## config.mk

```make
export PLATFORM = sky130hd
export DESIGN_NAME = mem_copy_dma
export DESIGN_NICKNAME = d
export VERILOG_FILES = /design/src/rtl/mem_copy_dma_pkg.sv /design/src/rtl/mem_copy_dma.sv
export SDC_FILE = /design/constraint.sdc
export NUM_CORES = 1
export LEC_CHECK = 0
export CAP_MARGIN = 20
export CORE_MARGIN = 8
export CORE_UTILIZATION = 35
export DETAILED_ROUTE_END_ITERATION = 10
export PLACE_DENSITY = 0.73
export RECOVER_POWER = 25
export SETUP_SLACK_MARGIN = 0.02
export SYNTH_ARGS = -nofsm -noshare
export SYNTH_HDL_FRONTEND = slang
export SYNTH_SLANG_ARGS = --single-unit
```

## constraint.sdc

```tcl
create_clock -name clk_i -period 2.5 [get_ports clk_i]
set_input_delay 0.5 -clock clk_i [delete_from_list [all_inputs] [get_ports clk_i]]
set_output_delay 0.5 -clock clk_i [all_outputs]
set_load 0.1 [all_outputs]
```

## src/rtl/mem_copy_dma_pkg.sv

```systemverilog
// Shared types and constants for the word-RAM copy/fill DMA initiator.
// Address helpers keep pointer arithmetic identical everywhere it is used.
package mem_copy_dma_pkg;

  typedef enum logic [2:0] {
    IDLE    = 3'd0,
    RD_REQ  = 3'd1,
    RD_WAIT = 3'd2,
    WR_REQ  = 3'd3,
    WR_WAIT = 3'd4,
    DONE    = 3'd5
  } dma_state_e;

  localparam logic [3:0] BeFull    = 4'hF;
  localparam int         WordBytes = 4;

  // Force a byte address onto its word boundary.
  function automatic logic [31:0] align_word(input logic [31:0] addr);
    return {addr[31:2], 2'b00};
  endfunction

  // Advance one word; 32-bit modulo so 0xFFFF_FFFC wraps to 0x0.
  function automatic logic [31:0] next_word(input logic [31:0] addr);
    return addr + 32'(WordBytes);
  endfunction

endpackage

```

## src/rtl/mem_copy_dma.sv

```systemverilog
// Copy/fill DMA initiator on the single-port word RAM bus (req/gnt/rvalid).
// One transaction outstanding at a time; all bus outputs are registered.
module mem_copy_dma
  import mem_copy_dma_pkg::*;
#(
  parameter int LenW = 16
) (
  input  logic            clk_i,
  input  logic            rst_ni,
  input  logic            start_i,
  input  logic            mode_i,
  input  logic [31:0]     src_i,
  input  logic [31:0]     dst_i,
  input  logic [LenW-1:0] len_i,
  input  logic [31:0]     pattern_i,
  output logic            busy_o,
  output logic            done_o,
  output logic            req_o,
  input  logic            gnt_i,
  output logic            we_o,
  output logic [3:0]      be_o,
  output logic [31:0]     addr_o,
  output logic [31:0]     wdata_o,
  input  logic            rvalid_i,
  input  logic [31:0]     rdata_i
);

  dma_state_e      state_r,     state_s;
  logic [31:0]     src_ptr_r,   src_ptr_s;
  logic [31:0]     dst_ptr_r,   dst_ptr_s;
  logic [LenW-1:0] remaining_r, remaining_s;
  logic            mode_r,      mode_s;
  logic [31:0]     data_r,      data_s;

  logic            busy_r,  busy_s;
  logic            done_r,  done_s;
  logic            req_r,   req_s;
  logic            we_r,    we_s;
  logic [3:0]      be_r,    be_s;
  logic [31:0]     addr_r,  addr_s;
  logic [31:0]     wdata_r, wdata_s;

  // Next-state and datapath register update.
  always_comb begin
    state_s     = state_r;
    src_ptr_s   = src_ptr_r;
    dst_ptr_s   = dst_ptr_r;
    remaining_s = remaining_r;
    mode_s      = mode_r;
    data_s      = data_r;
    case (state_r)
      IDLE: begin
        if (start_i) begin
          src_ptr_s   = align_word(src_i);
          dst_ptr_s   = align_word(dst_i);
          remaining_s = len_i;
          mode_s      = mode_i;
          data_s      = pattern_i;
          if (len_i == {LenW{1'b0}}) begin
            state_s = DONE;
          end else if (mode_i) begin
            state_s = WR_REQ;
          end else begin
            state_s = RD_REQ;
          end
        end else begin
          state_s = IDLE;
        end
      end
      RD_REQ: begin
        if (gnt_i) begin
          state_s = RD_WAIT;
        end else begin
          state_s = RD_REQ;
        end
      end
      RD_WAIT: begin
        if (rvalid_i) begin
          data_s  = rdata_i;
          state_s = WR_REQ;
        end else begin
          state_s = RD_WAIT;
        end
      end
      WR_REQ: begin
        if (gnt_i) begin
          state_s = WR_WAIT;
        end else begin
          state_s = WR_REQ;
        end
      end
      WR_WAIT: begin
        if (rvalid_i) begin
          remaining_s = remaining_r - LenW'(1);
          dst_ptr_s   = next_word(dst_ptr_r);
          if (!mode_r) begin
            src_ptr_s = next_word(src_ptr_r);
          end else begin
            src_ptr_s = src_ptr_r;
          end
          if (remaining_r == LenW'(1)) begin
            state_s = DONE;
          end else if (mode_r) begin
            state_s = WR_REQ;
          end else begin
            state_s = RD_REQ;
          end
        end else begin
          state_s = WR_WAIT;
        end
      end
      DONE: begin
        state_s = IDLE;
      end
      default: begin
        state_s = IDLE;
      end
    endcase
  end

  // Bus outputs decoded from the next state so they can be registered with it.
  always_comb begin
    busy_s  = (state_s != IDLE);
    done_s  = 1'b0;
    req_s   = 1'b0;
    we_s    = 1'b0;
    be_s    = 4'h0;
    addr_s  = 32'h0000_0000;
    wdata_s = 32'h0000_0000;
    case (state_s)
      RD_REQ: begin
        req_s  = 1'b1;
        addr_s = src_ptr_s;
      end
      WR_REQ: begin
        req_s   = 1'b1;
        we_s    = 1'b1;
        be_s    = BeFull;
        addr_s  = dst_ptr_s;
        wdata_s = data_s;
      end
      DONE: begin
        done_s = 1'b1;
      end
      default: begin
        done_s = 1'b0;
      end
    endcase
  end

  // FSM and datapath registers.
  always_ff @(posedge clk_i or negedge rst_ni) begin
    if (!rst_ni) begin
      state_r     <= IDLE;
      src_ptr_r   <= 32'h0000_0000;
      dst_ptr_r   <= 32'h0000_0000;
      remaining_r <= {LenW{1'b0}};
      mode_r      <= 1'b0;
      data_r      <= 32'h0000_0000;
    end else begin
      state_r     <= state_s;
      src_ptr_r   <= src_ptr_s;
      dst_ptr_r   <= dst_ptr_s;
      remaining_r <= remaining_s;
      mode_r      <= mode_s;
      data_r      <= data_s;
    end
  end

  // Output registers; a request stays bit-for-bit stable while the state waits for gnt_i.
  always_ff @(posedge clk_i or negedge rst_ni) begin
    if (!rst_ni) begin
      busy_r  <= 1'b0;
      done_r  <= 1'b0;
      req_r   <= 1'b0;
      we_r    <= 1'b0;
      be_r    <= 4'h0;
      addr_r  <= 32'h0000_0000;
      wdata_r <= 32'h0000_0000;
    end else begin
      busy_r  <= busy_s;
      done_r  <= done_s;
      req_r   <= req_s;
      we_r    <= we_s;
      be_r    <= be_s;
      addr_r  <= addr_s;
      wdata_r <= wdata_s;
    end
  end

  assign busy_o  = busy_r;
  assign done_o  = done_r;
  assign req_o   = req_r;
  assign we_o    = we_r;
  assign be_o    = be_r;
  assign addr_o  = addr_r;
  assign wdata_o = wdata_r;

endmodule

```

==> impl_metrics.json <==
{
  "grt_antenna_before_repair": 4,
  "post_synth_main_area_contributors": "dfrtp_1 (51%), nand2_1 (5.8%), a21oi_1 (5.6%), a22oi_1 (3.5%), a22o_1 (3.1%)",
  "portBuffers": 217,
  "nets": 1410,
  "slowest_delay_ns": 0.53,
  "hold_class": "reg -> reg",
  "power.total_mw": 17.3,
  "final_cell_mix": "dfrtp_1 (183), buf_4 (156), clkdlybuf4s50_1 (143), nand2_1 (140), a21oi_1 (102)",
  "syn_area_sq_mm": 0.00910,
  "wl_per_cell_um": 19.0,
  "vias_per_cell": 5.58,
  "final_common_cell": "dfrtp_1",
  "htreeDepth": 4,
  "crit_arrival_ns": 2.77,
  "postCtsHoldBufs": 0,
  "grt_overflow": 0,
  "worst-path-buf-inv": 2,
  "fp.dieArea_sq_mm": 0.0314,
  "irDropWorstVdd_v": 0.000874,
  "worst_slack_ns": 0.0496,
  "pin_count": 222,
  "drive_above_1_share": 0.178,
  "area_delta_synth_final_pct": 40.0,
  "cts.sinks": 184,
  "p_leak_nw": 5.63,
  "place_inst": 1566,
  "vias": 8945,
  "ys_ff_latch": 184,
  "remaining_drc_errors": 0,
  "yosys_warnings": 0,
  "grt_pass1_vias": 8865,
  "num_rows": 59,
  "postSynthCellCount": 995,
  "hold_violations": 0,
  "initial_utilization": 0.352,
  "stdcell_area_sq_mm": 0.0127,
  "slew_headroom": -0.142,
  "crit_family": "simple AND/OR/NAND/NOR gates",
  "placed_area_sq_mm": 0.0121,
  "worst_setup_path_end_kind": "flip-flop",
  "post-route-util": 0.493,
  "fillers": 2459,
  "final_antenna_net_count": 0,
  "final_cells": 1604,
  "die_width_um": 177,
  "synth_cell_type_count": 61,
  "synthArstFlopShare": 1.00,
  "startpoint_type": "flip-flop",
  "root_buffer": "clkbuf_16",
  "diodes": 0,
  "slew_viol_final": 64,
  "drv_cap": 1,
  "ys_seq_area_frac": 0.506,
  "synth_nets": 1149,
  "clk_latency_ns": 0.44,
  "grt_pass1_wl_um": 47500,
  "period_needed_ns": 2.45,
  "cts_tree": "built",
  "grt_usage": 0.191,
  "clockBufferDepth": 2,
  "synth-edff-count": 0,
  "violations": "capacitance limit, slew limit",
  "cellPowerDensity_mw_per_mm2": 1360,
  "grt_max_degree": 65,
  "tightest_slew_ns": 1.71,
  "drt-pass1-iter-count": 5,
  "avgSynthCellArea_sq_um": 9.15,
  "cts.reportedPaths.clkPinSlew_ns": 0.08,
  "yosysTopAreaCell": "dfrtp_1",
  "hold_slack_ns": 0.471,
  "grt_setup_unrepaired": "true",
  "die_h_um": 177,
  "critPathKind": "reg -> reg",
  "ys.flop_type": "dfrtp_1",
  "skew_ns": 0.0110,
  "place_congestion": 0.863,
  "setup_viol": 0,
  "core_sq_mm": 0.0258,
  "cp_slowest_cell": "or4_4",
  "required_ns": 2.82,
  "place_hpwl_um": 21900,
  "synth_top_area_frac": 0.506,
  "cp_max_fo": 8,
  "period_share": 0.980,
  "crit_chain": "or4_4, or4_4, nor2_4, a21o_1, nor3_4, buf_4, clkbuf_16, a22o_1",
  "cpMostUsedCell": "or4_4",
  "cts_buffers": 17,
  "drtIter0Drc": 849,
  "place_ws_ns": -0.365,
  "timing.fmax_mhz": 408,
  "status": "finished with violations",
  "setup_tns_ns": 0,
  "drt_wl_total_um": 30500
}
[repair_timing]
action	4_1_cts	5_1_grt
cloned	0	2
endpoints found under the hold margin	0	0
buffers inserted	1	3
resized for setup	2	2
pin swaps	0	3
endpoints found under the setup margin	25	47
[cells in the mapped netlist, drive strengths merged (3+ instances only)]
| cell | instances |
|---|---|
| a221o | 10 |
| a22oi | 42 |
| buf | 16 |
| o21ai | 53 |
| nand2b | 5 |
| ha | 4 |
| nor4 | 18 |
| nor3 | 30 |
| nand3 | 45 |
| inv | 15 |
| o22ai | 30 |
| xnor2 | 3 |
| mux2i | 18 |
| nand2 | 142 |
| a32oi | 3 |
| a31oi | 6 |
| and3 | 12 |
| nand4 | 23 |
| dfrtp | 184 |
| and2 | 10 |
| nor2b | 3 |
| a21oi | 102 |
| and4 | 5 |
| clkbuf | 60 |
| a21o | 3 |
| a22o | 32 |
| or4 | 3 |
| xor2 | 3 |
| or3 | 5 |
| nor2 | 72 |
| o211ai | 6 |
| a41o | 4 |
[area by class of cell]
type | count | area [sq um] | share of cell area
clock inverters | 15 | 179 | 0.0140
multi-input cells | 720 | 4170 | 0.327
inverters | 15 | 56.3 | 0.00442
well taps | 335 | 419 | 0.0329
clock buffers | 17 | 425 | 0.0334
repair buffers | 318 | 2890 | 0.227
flip-flops and latches | 184 | 4610 | 0.361
[where the power goes]
part / switching, mW / internal [mW]
registers: 0.946 / 4.22
clock network: 1.37 / 1.36
logic: 6.38 / 3.03
[state kept, by name (all words and copies together) (netlist names), 3 cells and up]
signal and flops:
dst_ptr_r 32, state_r 3, data_r 32, src_ptr_r 32, addr_o 32, remaining_r 16
wdata_o 32
[worst min-delay path, cell delays in order (launching register included)]
cell     delay (ns)
dfrtp_1        0.33
nand2_1        0.06
nand2_1        0.06
[kinds of logic after synthesis]
group	synth area share
adder cells (fa/ha/maj)	0.00550
buffers and inverters	0.0426
flip-flops	0.506
AND/OR/NAND/NOR	0.200
AO/OA/AOI/OAI	0.220
XOR/XNOR	0.00577
multiplexers	0.0198
[metal layers]
metal	GRT usage	vias to the layer above	part of all wire
met4	0.0670	8	0.025
li1	-	4187	-
met5	0	-	0.0013
met2	0.303	430	0.47
met3	0.0523	54	0.092
met1	0.247	4266	0.41
[path summary, 6_finish.rpt]
check	startpoint	end	slack [ns]	depth (start not counted)
min reg2reg	data_r[14]	data_r[14]	0.47	2
min	data_r[14]	data_r[14]	0.47	2
max reg2reg	remaining_r[7]	addr_o[14]	0.05	8
max in group asynchronous	rst_ni	remaining_r[3]	0.50	2
max	remaining_r[7]	addr_o[14]	0.05	8
min in group asynchronous	rst_ni	addr_o[18]	0.51	1
Note: power is estimated with default switching activity, not from simulation.
